File: src/rtl/alu_stim_gen.sv
// -----------------------------------------------------------------------------
// alu_stim_gen
//
// Operand/opcode sequencer that feeds the ALU stage through a valid/ready
// handshake. A start pulse sweeps every opcode enabled in op_mask, in
// ascending opcode order. Each opcode gets one of two operand sweeps:
//   - diagonal (mode 0): a = b = 0, 1, ..., 2^WIDTH-1
//   - full     (mode 1): a is the outer loop and b the inner loop, both
//                        running over 0..2^WIDTH-1
// The block counts completed transfers and pulses done when the sweep ends.
//
// Ports
//   clk        rising-edge clock
//   rst        synchronous reset, active low
//   start      begin a sweep (honoured only while idle)
//   mode       0 = diagonal sweep, 1 = full sweep (sampled with start)
//   op_mask    bit k set = opcode k enabled (sampled with start)
//   out_ready  downstream accepts the presented vector this cycle
//   out_valid  a, b and s hold a valid vector
//   a, b       operands
//   s          opcode
//   busy       high while vectors are being issued
//   done       one-cycle pulse when a sweep completes
//   vec_count  transfers completed in the current or last sweep
//
// Every output is driven straight from a flop.
// -----------------------------------------------------------------------------
module alu_stim_gen #(
  parameter int WIDTH = 5,
  parameter int OP_W  = 3,
  parameter int CNT_W = 16
) (
  input  logic                   clk,
  input  logic                   rst,
  input  logic                   start,
  input  logic                   mode,
  input  logic [(1<<OP_W)-1:0]   op_mask,
  input  logic                   out_ready,
  output logic                   out_valid,
  output logic [WIDTH-1:0]       a,
  output logic [WIDTH-1:0]       b,
  output logic [OP_W-1:0]        s,
  output logic                   busy,
  output logic                   done,
  output logic [CNT_W-1:0]       vec_count
);

  localparam int NUM_OPS = 1 << OP_W;
  localparam logic [WIDTH-1:0] OPND_MAX = '1;

  typedef enum logic [1:0] {
    S_IDLE,
    S_RUN,
    S_DONE
  } state_t;

  state_t             state_q,     state_d;
  logic               out_valid_q, out_valid_d;
  logic [WIDTH-1:0]   a_q,         a_d;
  logic [WIDTH-1:0]   b_q,         b_d;
  logic [OP_W-1:0]    s_q,         s_d;
  logic               busy_q,      busy_d;
  logic               done_q,      done_d;
  logic [CNT_W-1:0]   vec_count_q, vec_count_d;
  logic               mode_q,      mode_d;
  logic [NUM_OPS-1:0] mask_q,      mask_d;

  // Returns {found, index} of the lowest set bit of vec.
  function automatic logic [OP_W:0] lowest_set(input logic [NUM_OPS-1:0] vec);
    logic [OP_W:0] r;
    r = '0;
    // Scan from the top so that the lowest set bit is the one left in r.
    for (int k = NUM_OPS - 1; k >= 0; k--) begin
      if (vec[k]) begin
        r = {1'b1, OP_W'(k)};
      end
    end
    return r;
  endfunction

  // Enabled opcodes strictly above the current one. The next opcode to
  // sweep is the lowest set bit of this vector.
  logic [NUM_OPS-1:0] higher_mask;

  genvar gi;
  generate
    for (gi = 0; gi < NUM_OPS; gi++) begin : g_higher
      assign higher_mask[gi] = mask_q[gi] && (s_q < OP_W'(gi));
    end
  endgenerate

  logic [OP_W:0] first_sel;
  logic [OP_W:0] next_sel;
  logic          first_found;
  logic          next_found;
  logic [OP_W-1:0] first_op;
  logic [OP_W-1:0] next_op;

  assign first_sel   = lowest_set(op_mask);
  assign next_sel    = lowest_set(higher_mask);
  assign first_found = first_sel[OP_W];
  assign first_op    = first_sel[OP_W-1:0];
  assign next_found  = next_sel[OP_W];
  assign next_op     = next_sel[OP_W-1:0];

  // The operand sweep for the current opcode ends on the last vector of
  // the active mode: a at max for the diagonal, a and b both at max for
  // the full sweep.
  logic xfer;
  logic opnd_wrap;

  assign xfer      = out_valid_q && out_ready;
  assign opnd_wrap = mode_q ? ((a_q == OPND_MAX) && (b_q == OPND_MAX))
                            : (a_q == OPND_MAX);

  always_comb begin
    state_d     = state_q;
    out_valid_d = out_valid_q;
    a_d         = a_q;
    b_d         = b_q;
    s_d         = s_q;
    busy_d      = 1'b0;
    done_d      = 1'b0;
    vec_count_d = vec_count_q;
    mode_d      = mode_q;
    mask_d      = mask_q;

    case (state_q)
      S_IDLE: begin
        if (start) begin
          mode_d      = mode;
          mask_d      = op_mask;
          vec_count_d = '0;
          a_d         = '0;
          b_d         = '0;
          if (first_found) begin
            state_d     = S_RUN;
            s_d         = first_op;
            out_valid_d = 1'b1;
            busy_d      = 1'b1;
          end else begin
            // No opcode is enabled, so the sweep is empty. out_valid
            // never rises and done follows immediately.
            state_d = S_DONE;
            done_d  = 1'b1;
          end
        end
      end

      S_RUN: begin
        busy_d = 1'b1;
        if (xfer) begin
          vec_count_d = vec_count_q + CNT_W'(1);
          if (opnd_wrap) begin
            a_d = '0;
            b_d = '0;
            if (next_found) begin
              // The next opcode starts on the very next cycle, so there
              // is no bubble between opcodes.
              s_d = next_op;
            end else begin
              out_valid_d = 1'b0;
              busy_d      = 1'b0;
              done_d      = 1'b1;
              state_d     = S_DONE;
            end
          end else if (!mode_q) begin
            a_d = a_q + WIDTH'(1);
            b_d = a_q + WIDTH'(1);
          end else if (b_q == OPND_MAX) begin
            a_d = a_q + WIDTH'(1);
            b_d = '0;
          end else begin
            b_d = b_q + WIDTH'(1);
          end
        end
      end

      S_DONE: begin
        state_d = S_IDLE;
      end

      default: begin
        state_d     = S_IDLE;
        out_valid_d = 1'b0;
      end
    endcase
  end

  always_ff @(posedge clk) begin
    if (!rst) begin
      state_q     <= S_IDLE;
      out_valid_q <= 1'b0;
      a_q         <= '0;
      b_q         <= '0;
      s_q         <= '0;
      busy_q      <= 1'b0;
      done_q      <= 1'b0;
      vec_count_q <= '0;
      mode_q      <= 1'b0;
      mask_q      <= '0;
    end else begin
      state_q     <= state_d;
      out_valid_q <= out_valid_d;
      a_q         <= a_d;
      b_q         <= b_d;
      s_q         <= s_d;
      busy_q      <= busy_d;
      done_q      <= done_d;
      vec_count_q <= vec_count_d;
      mode_q      <= mode_d;
      mask_q      <= mask_d;
    end
  end

  assign out_valid = out_valid_q;
  assign a         = a_q;
  assign b         = b_q;
  assign s         = s_q;
  assign busy      = busy_q;
  assign done      = done_q;
  assign vec_count = vec_count_q;

endmodule

File: config.mk
export PLATFORM = sky130hd
export DESIGN_NAME = alu_stim_gen
export DESIGN_NICKNAME = d
export VERILOG_FILES = /design/src/rtl/alu_stim_gen.sv
export SDC_FILE = /design/constraint.sdc
export NUM_CORES = 1
export LEC_CHECK = 0
export BUFFER_PORTS_ARGS = -buffer_cell sky130_fd_sc_hd__buf_2
export CORE_MARGIN = 4
export CORE_UTILIZATION = 45
export DETAILED_ROUTE_END_ITERATION = 7
export PLACE_DENSITY = 0.69
export SLEW_MARGIN = 20
export SYNTH_ARGS = -nofsm -noshare
export SYNTH_HDL_FRONTEND = slang
export SYNTH_SLANG_ARGS = --single-unit
File: constraint.sdc
create_clock -name clk -period 2.66 [get_ports clk]
set_input_delay 0.399 -clock clk [delete_from_list [all_inputs] [get_ports clk]]
set_output_delay 0.399 -clock clk [all_outputs]
set_load 0.02 [all_outputs]
==> results of run 1 <==
-- final timing paths --
check,startpoint,slack (ns),to
worst max-delay path,b[0],0.55,b[2]
worst min-delay path,mode,0.36,mode_q
worst max register to register,b[0],0.55,b[2]
worst min register to register,a[4],0.47,a[4]
-- kinds of logic (layout without fill, tap and decap cells) --
family	count (synthesis)	in the layout
DFF	42	42
AOI/OAI and AO/OA	75	75
xor gates and xnor gates	17	17
muxes	1	1
and+or+nand+nor	122	122
adders and majority gates	5	5
buffers and inverters	17	59
-- layout make-up --
| type | instances | area share |
|---|---|---|
| multi-input cells | 220 | 0.5099 |
| flip-flops and latches | 42 | 0.3248 |
| repair buffers | 46 | 0.09087 |
| well taps | 67 | 0.03238 |
| clock buffers | 5 | 0.02658 |
| clock inverters | 3 | 0.008217 |
| inverters | 5 | 0.007250 |
-- placed cells by master, fill, tap and decap left out, types with 2 or more instances in the layout --
master and n:
nor2_2 2, o21ai_0 19, nand3_1 19, buf_2 44, a21oi_1 14, a21boi_1 4
xnor2_1 4, inv_1 5, buf_4 2, dfxtp_1 42, nor3_1 6, o221ai_1 2
o211ai_2 2, a21o_1 3, nor2b_1 13, xor2_1 13, and3_1 7, a22oi_1 4
nand2_1 34, nor2_1 28, a21boi_0 11, clkbuf_8 5, nand4_1 2, nand2b_1 6
ha_1 5, o21ai_1 6
-- worst max-delay path, cell delays in order (launching register included) --
cell and delay (ns):
dfxtp_1 0.35, ha_1 0.23, and3_1 0.19, ha_1 0.22
nand2b_1 0.21, nand2_1 0.12, nand2_1 0.09, nor2_1 0.30
o311ai_1 0.15, a21boi_0 0.17
-- power breakdown --
part | internal, mW | leakage (nW) | switching, mW
logic | 0.0630 | 0.694 | 0.107
clock network | 0.184 | 0.0441 | 0.231
registers | 0.646 | 0.341 | 0.0265
-- metal layers --
layer	vias up	track usage
li1	1050	-
met5	-	0
met4	0	0.05420
met1	948	0.2282
met3	7	0.03670
met2	67	0.2801
-- sequential cells by signal, indices dropped and copies added, names as in the netlist --
name	cells
state_q	2
vec_count	16
a	5
s	3
mode_q	1
busy	1
b	5
mask_q	7
out_valid	1
done	1
-- through the flow --
stage,area (um2),setup slack (ns),hold WS [ns],total power [mW]
after floorplan,2242,0.7216,0.4523,0.8079
after global placement,2499,0.6390,0.4717,0.8539
after detailed placement,2499,0.5750,0.4648,0.8564
after CTS,2589,0.5507,0.3469,1.271
after global routing,2589,0.3875,0.3723,1.321
final,2589,0.5487,0.3552,1.258
==> metrics.yaml, run 1 <==
status:
  status: "finished, final reports clean"
setup_path:
  crit_type: "reg -> reg"
  cp_max_fo: 5
  critPathCaptureType: "register"
  rr_worst_depth: 9
  critPathArrivalTime_ns: 2.34
  cp-start-kind: "register"
  worstPathRequired_ns: 2.89
grt:
  grt_use_total: 0.1726
  grt_overflow_total: 0
  antenna_found_initial: 0
  grt_pass1_vias: 1937
  grt_pass1_wl_um: 8769
  grt_max_degree: 30
yosys:
  synth_commonest_cells: "42 x dfxtp_1, 34 x nand2_1, 28 x nor2_1"
  ys_warn_count: 0
  synthFlopType: "dfxtp_1"
  ys_top_cells_by_area: "dfxtp_1 38%, nand2_1 5.7%, xor2_1 5.1%"
  synth_mux_area_frac: 0.005022
  synth_top_area_frac: 0.3750
  yosys.cell_types.count: 42
  synth_top_area_cell: "dfxtp_1"
  synth_cells: 279
  synth-simple-area-share: 0.2712
  synth_area_mm2: 0.002242
  synth_top_family_by_area: "simple AND/OR/NAND/NOR gates"
  ys_ff_latch: 42
  synth_xor_area_frac: 0.06641
  syn_nets: 297
  synthAdderAreaFrac: 0.02790
  synth_seq_area_share: 0.3750
  synth_most_common_cell: "dfxtp_1"
  synth-compound-area-share: 0.2182
  synthArstFlopShare: 0
  synth_edf_count: 0
  syn_avg_cell_area_um2: 8.036
sta:
  rsz0062_at_grt: "false"
  finalMaxSlewViolations: 0
  fin_crit_ns: 2.111
  slew-limit-headroom: 0.5897
  timing.final.crit_share: 0.7937
  finalHoldViolations: 0
  max_freq_ghz: 0.4736
  setup_violations: 0
  finalSetupTns_ns: 0
  fin_worst_skew_ns: 0.009696
  tightest_slew_ns: 0.6146
clocking:
  clk_path_buf_depth: 2
  cts_hold_buffers: 0
  cts.htree.levels: 2
  clkLatencyLatePin_ns: 0.30
  cts-root-buf: "clkbuf_8"
  clk_pin_slew_ns: 0.09
  cts_buffers: 5
  post_cts_resized: 0
  post_cts_buffers: 0
  cts_tree: "yes"
  clock-sinks: 42
finish:
  seqCellArea_um2: 840.8
  final_cells: 388
  fillCellCount: 484
  antennaDiodeCount: 0
  drive_above_1_share: 0.2056
  final_core_util: 0.5409
  multiInputGateArea_mm2: 0.001320
  nets: 338
  syn_to_final_growth_pct: 15.46
placed_design:
  hpwl_um: 3729
  globalplace.congestion: 0.8257
  placedCellCount: 380
  numPortBuffers: 44
job:
  maxCapViolations: 0
route:
  vias: 2072
  drc: 0
  avgRoutedWirePerCell_um: 13.14
  met2_length_um: 2292
  met1_length_um: 2435
  met3_wirelength_um: 300
  finalWirelength_um: 5100
  vias_per_cell: 5.340
  firstDrtPassIters: 4
  dr.first_iter.drc_count: 84
  ant_nets: 0
  top_layer: "met4"
power:
  p_per_area_mw_per_mm2: 485.8
  peakVddDrop_uv: 232.2
  leakagePower_nw: 1.079
floorplanning:
  start_util: 0.4685
  pin_count: 45
  die_area_mm2: 0.006176
  die_h_um: 78.59
  die_w_um: 78.59
  rows: 25
  coreArea_mm2: 0.004786
worst_hold_path:
  min_path_cells: 3
  hold_path.class: "in -> reg"
(Power assumes the default switching activity.)
==> run 2: changes to the inputs <==
- clock period: 2.66 -> 2.2 ns (I/O delays scaled with it)
==> run 2 against run 1 <==
  * Critical path depth did not move
  * Hold slack lost 0.062 ns
  * Flip-flop and latch count is the same
==> metrics.yaml, run 2 (same netlist as run 1, synthesis figures left out) <==
sta:
  rsz0062_at_grt: "false"  # unchanged
  fin_worst_skew_ns: 0.01057  # was 0.009696 ns
  timing.final.crit_share: 0.9083  # was 0.7937
  slew-limit-headroom: 0.6856  # was 0.5897
  setup_violations: 0  # unchanged
  max_freq_ghz: 0.5005  # was 0.4736 GHz
  tightest_slew_ns: 0.4716  # was 0.6146 ns
  finalHoldViolations: 0  # unchanged
  fin_crit_ns: 1.998  # was 2.111 ns
  finalHoldWorstSlack_ns: 0.2928  # was 0.3552 ns
  finalSetupTns_ns: 0  # unchanged
  finalMaxSlewViolations: 0  # unchanged
finish:
  final_cell_mix: "44 x buf_2, 41 x dfxtp_1, 34 x nand2_1"  # was 44 x buf_2, 42 x dfxtp_1, 34 x nand2_1
  layout_commonest_cell: "buf_2"  # unchanged
  largest_register_ffs: 16  # unchanged
  antennaDiodeCount: 0  # unchanged
  seqCellArea_um2: 842.1  # was 840.8 um2
  nets: 340  # was 338
  syn_to_final_growth_pct: 17.19  # was 15.46%
  drive_above_1_share: 0.2136  # was 0.2056
  final_core_util: 0.5490  # was 0.5409
  fillCellCount: 459  # was 484
  multiInputGateArea_mm2: 0.001323  # was 0.001320 mm2
clocking:
  clk_path_buf_depth: 2  # unchanged
  cts_buffers: 5  # unchanged
  clock-sinks: 42  # unchanged
  cts.htree.levels: 2  # unchanged
  post_cts_buffers: 0  # unchanged
  cts-root-buf: "clkbuf_8"  # unchanged
  cts_tree: "yes"  # unchanged
  clk_pin_slew_ns: 0.09  # about the same
  clkLatencyLatePin_ns: 0.30  # about the same
route:
  finalWirelength_um: 5222  # was 5100 um
  ant_nets: 0  # unchanged
  drc: 0  # unchanged
  vias_per_cell: 5.310  # was 5.340
  dr.first_iter.drc_count: 89  # was 84
  firstDrtPassIters: 4  # unchanged
  vias: 2071  # was 2072
  avgRoutedWirePerCell_um: 13.39  # was 13.14 um
floorplanning:
  pin_count: 45  # unchanged
  start_util: 0.4685  # unchanged
  coreArea_mm2: 0.004786  # unchanged
  die_w_um: 78.59  # unchanged
  die_h_um: 78.59  # unchanged
  rows: 25  # unchanged
  die_area_mm2: 0.006176  # unchanged
power:
  p_per_area_mw_per_mm2: 622.0  # was 485.8 mW/mm2
  leakagePower_nw: 1.097  # was 1.079 nW
  peakVddDrop_uv: 311.6  # was 232.2 uV
worst_hold_path:
  min_from: "mode"  # unchanged
  hold_path.class: "in -> reg"  # unchanged
setup_path:
  cp-start-kind: "register"  # unchanged
  critPathCaptureType: "register"  # unchanged
  cp_max_fo: 5  # unchanged
  crit_path_start: "b[1]"  # was b[0]
  critPathArrivalTime_ns: 2.24  # was 2.34 ns
  r2r_start: "b[1]"  # was b[0]
  crit_type: "reg -> reg"  # unchanged
  worstPathRequired_ns: 2.44  # was 2.89 ns
grt:
  antenna_found_initial: 0  # unchanged
  grt_pass1_wl_um: 8907  # was 8769 um
  grt_use_total: 0.1788  # was 0.1726
  grt_max_degree: 30  # unchanged
  grt_overflow_total: 0  # unchanged
  grt_pass1_vias: 1922  # was 1937
placed_design:
  numPortBuffers: 44  # unchanged
  hpwl_um: 3844  # was 3729 um
  globalplace.congestion: 0.8470  # was 0.8257
status:
  status: "finished, final reports clean"  # unchanged
job:
  maxCapViolations: 0  # unchanged
## run 2: power breakdown
| part | total, mW | switching, mW | internal (mW) |
|---|---|---|---|
| clock | 0.613 | 0.274 | 0.339 |
| combinational | 0.209 | 0.131 | 0.0776 |
| sequential | 0.812 | 0.0305 | 0.781 |
## run 2: final timing paths
path                            cells past startpoint  slack (ns)  endpoint
worst max-delay path                                9        0.20      s[0]
worst min register to register                      2        0.48      a[4]
worst min-delay path                                3        0.29    mode_q
worst max register to register                      9        0.20      s[0]
## run 2: final cells by class
type,count,share of cell area
Clock inverter,2,0.01429
Inverter,5,0.007143
Timing Repair Buffer,48,0.09524
Clock buffer,6,0.02762
Tap cell,67,0.03190
Multi-Input combinational cell,220,0.5033
Sequential cell,42,0.3205
## run 2: worst max-delay path, stage by stage (launching register included)
cell      delay, ns
dfxtp_1        0.38
ha_1           0.19
and3_1         0.16
ha_1           0.21
nand2b_1       0.21
nand3_1        0.10
o21ai_1        0.14
o211ai_2       0.16
a211oi_1       0.22
a32o_1         0.15
## run 2: metal layers
metal / share of wire / track usage
met1: 0.48 / 0.2384
met2: 0.45 / 0.2742
met3: 0.055 / 0.04931
met4: 0.014 / 0.06643
met5: 0 / 0
## run 2: timing repair
| action | 4_1_cts | 5_1_grt |
|---|---|---|
| hold endpoints to repair | 0 | 0 |
| gates resized for setup | 0 | 2 |
| setup endpoints to repair | 0 | 6 |
| hold buffers | 0 | 0 |
## run 2: through the flow
stage | setup WS (ns) | instance area (um2) | cells | power, mW
floorplan | 0.2616 | 2242 | 279 | 0.9768
global placement | 0.1775 | 2514 | 382 | 1.034
detailed placement | 0.1320 | 2514 | 382 | 1.038
CTS | 0.1009 | 2624 | 390 | 1.643
global route | 0.03947 | 2628 | 390 | 1.717
finish | 0.2018 | 2628 | 390 | 1.634
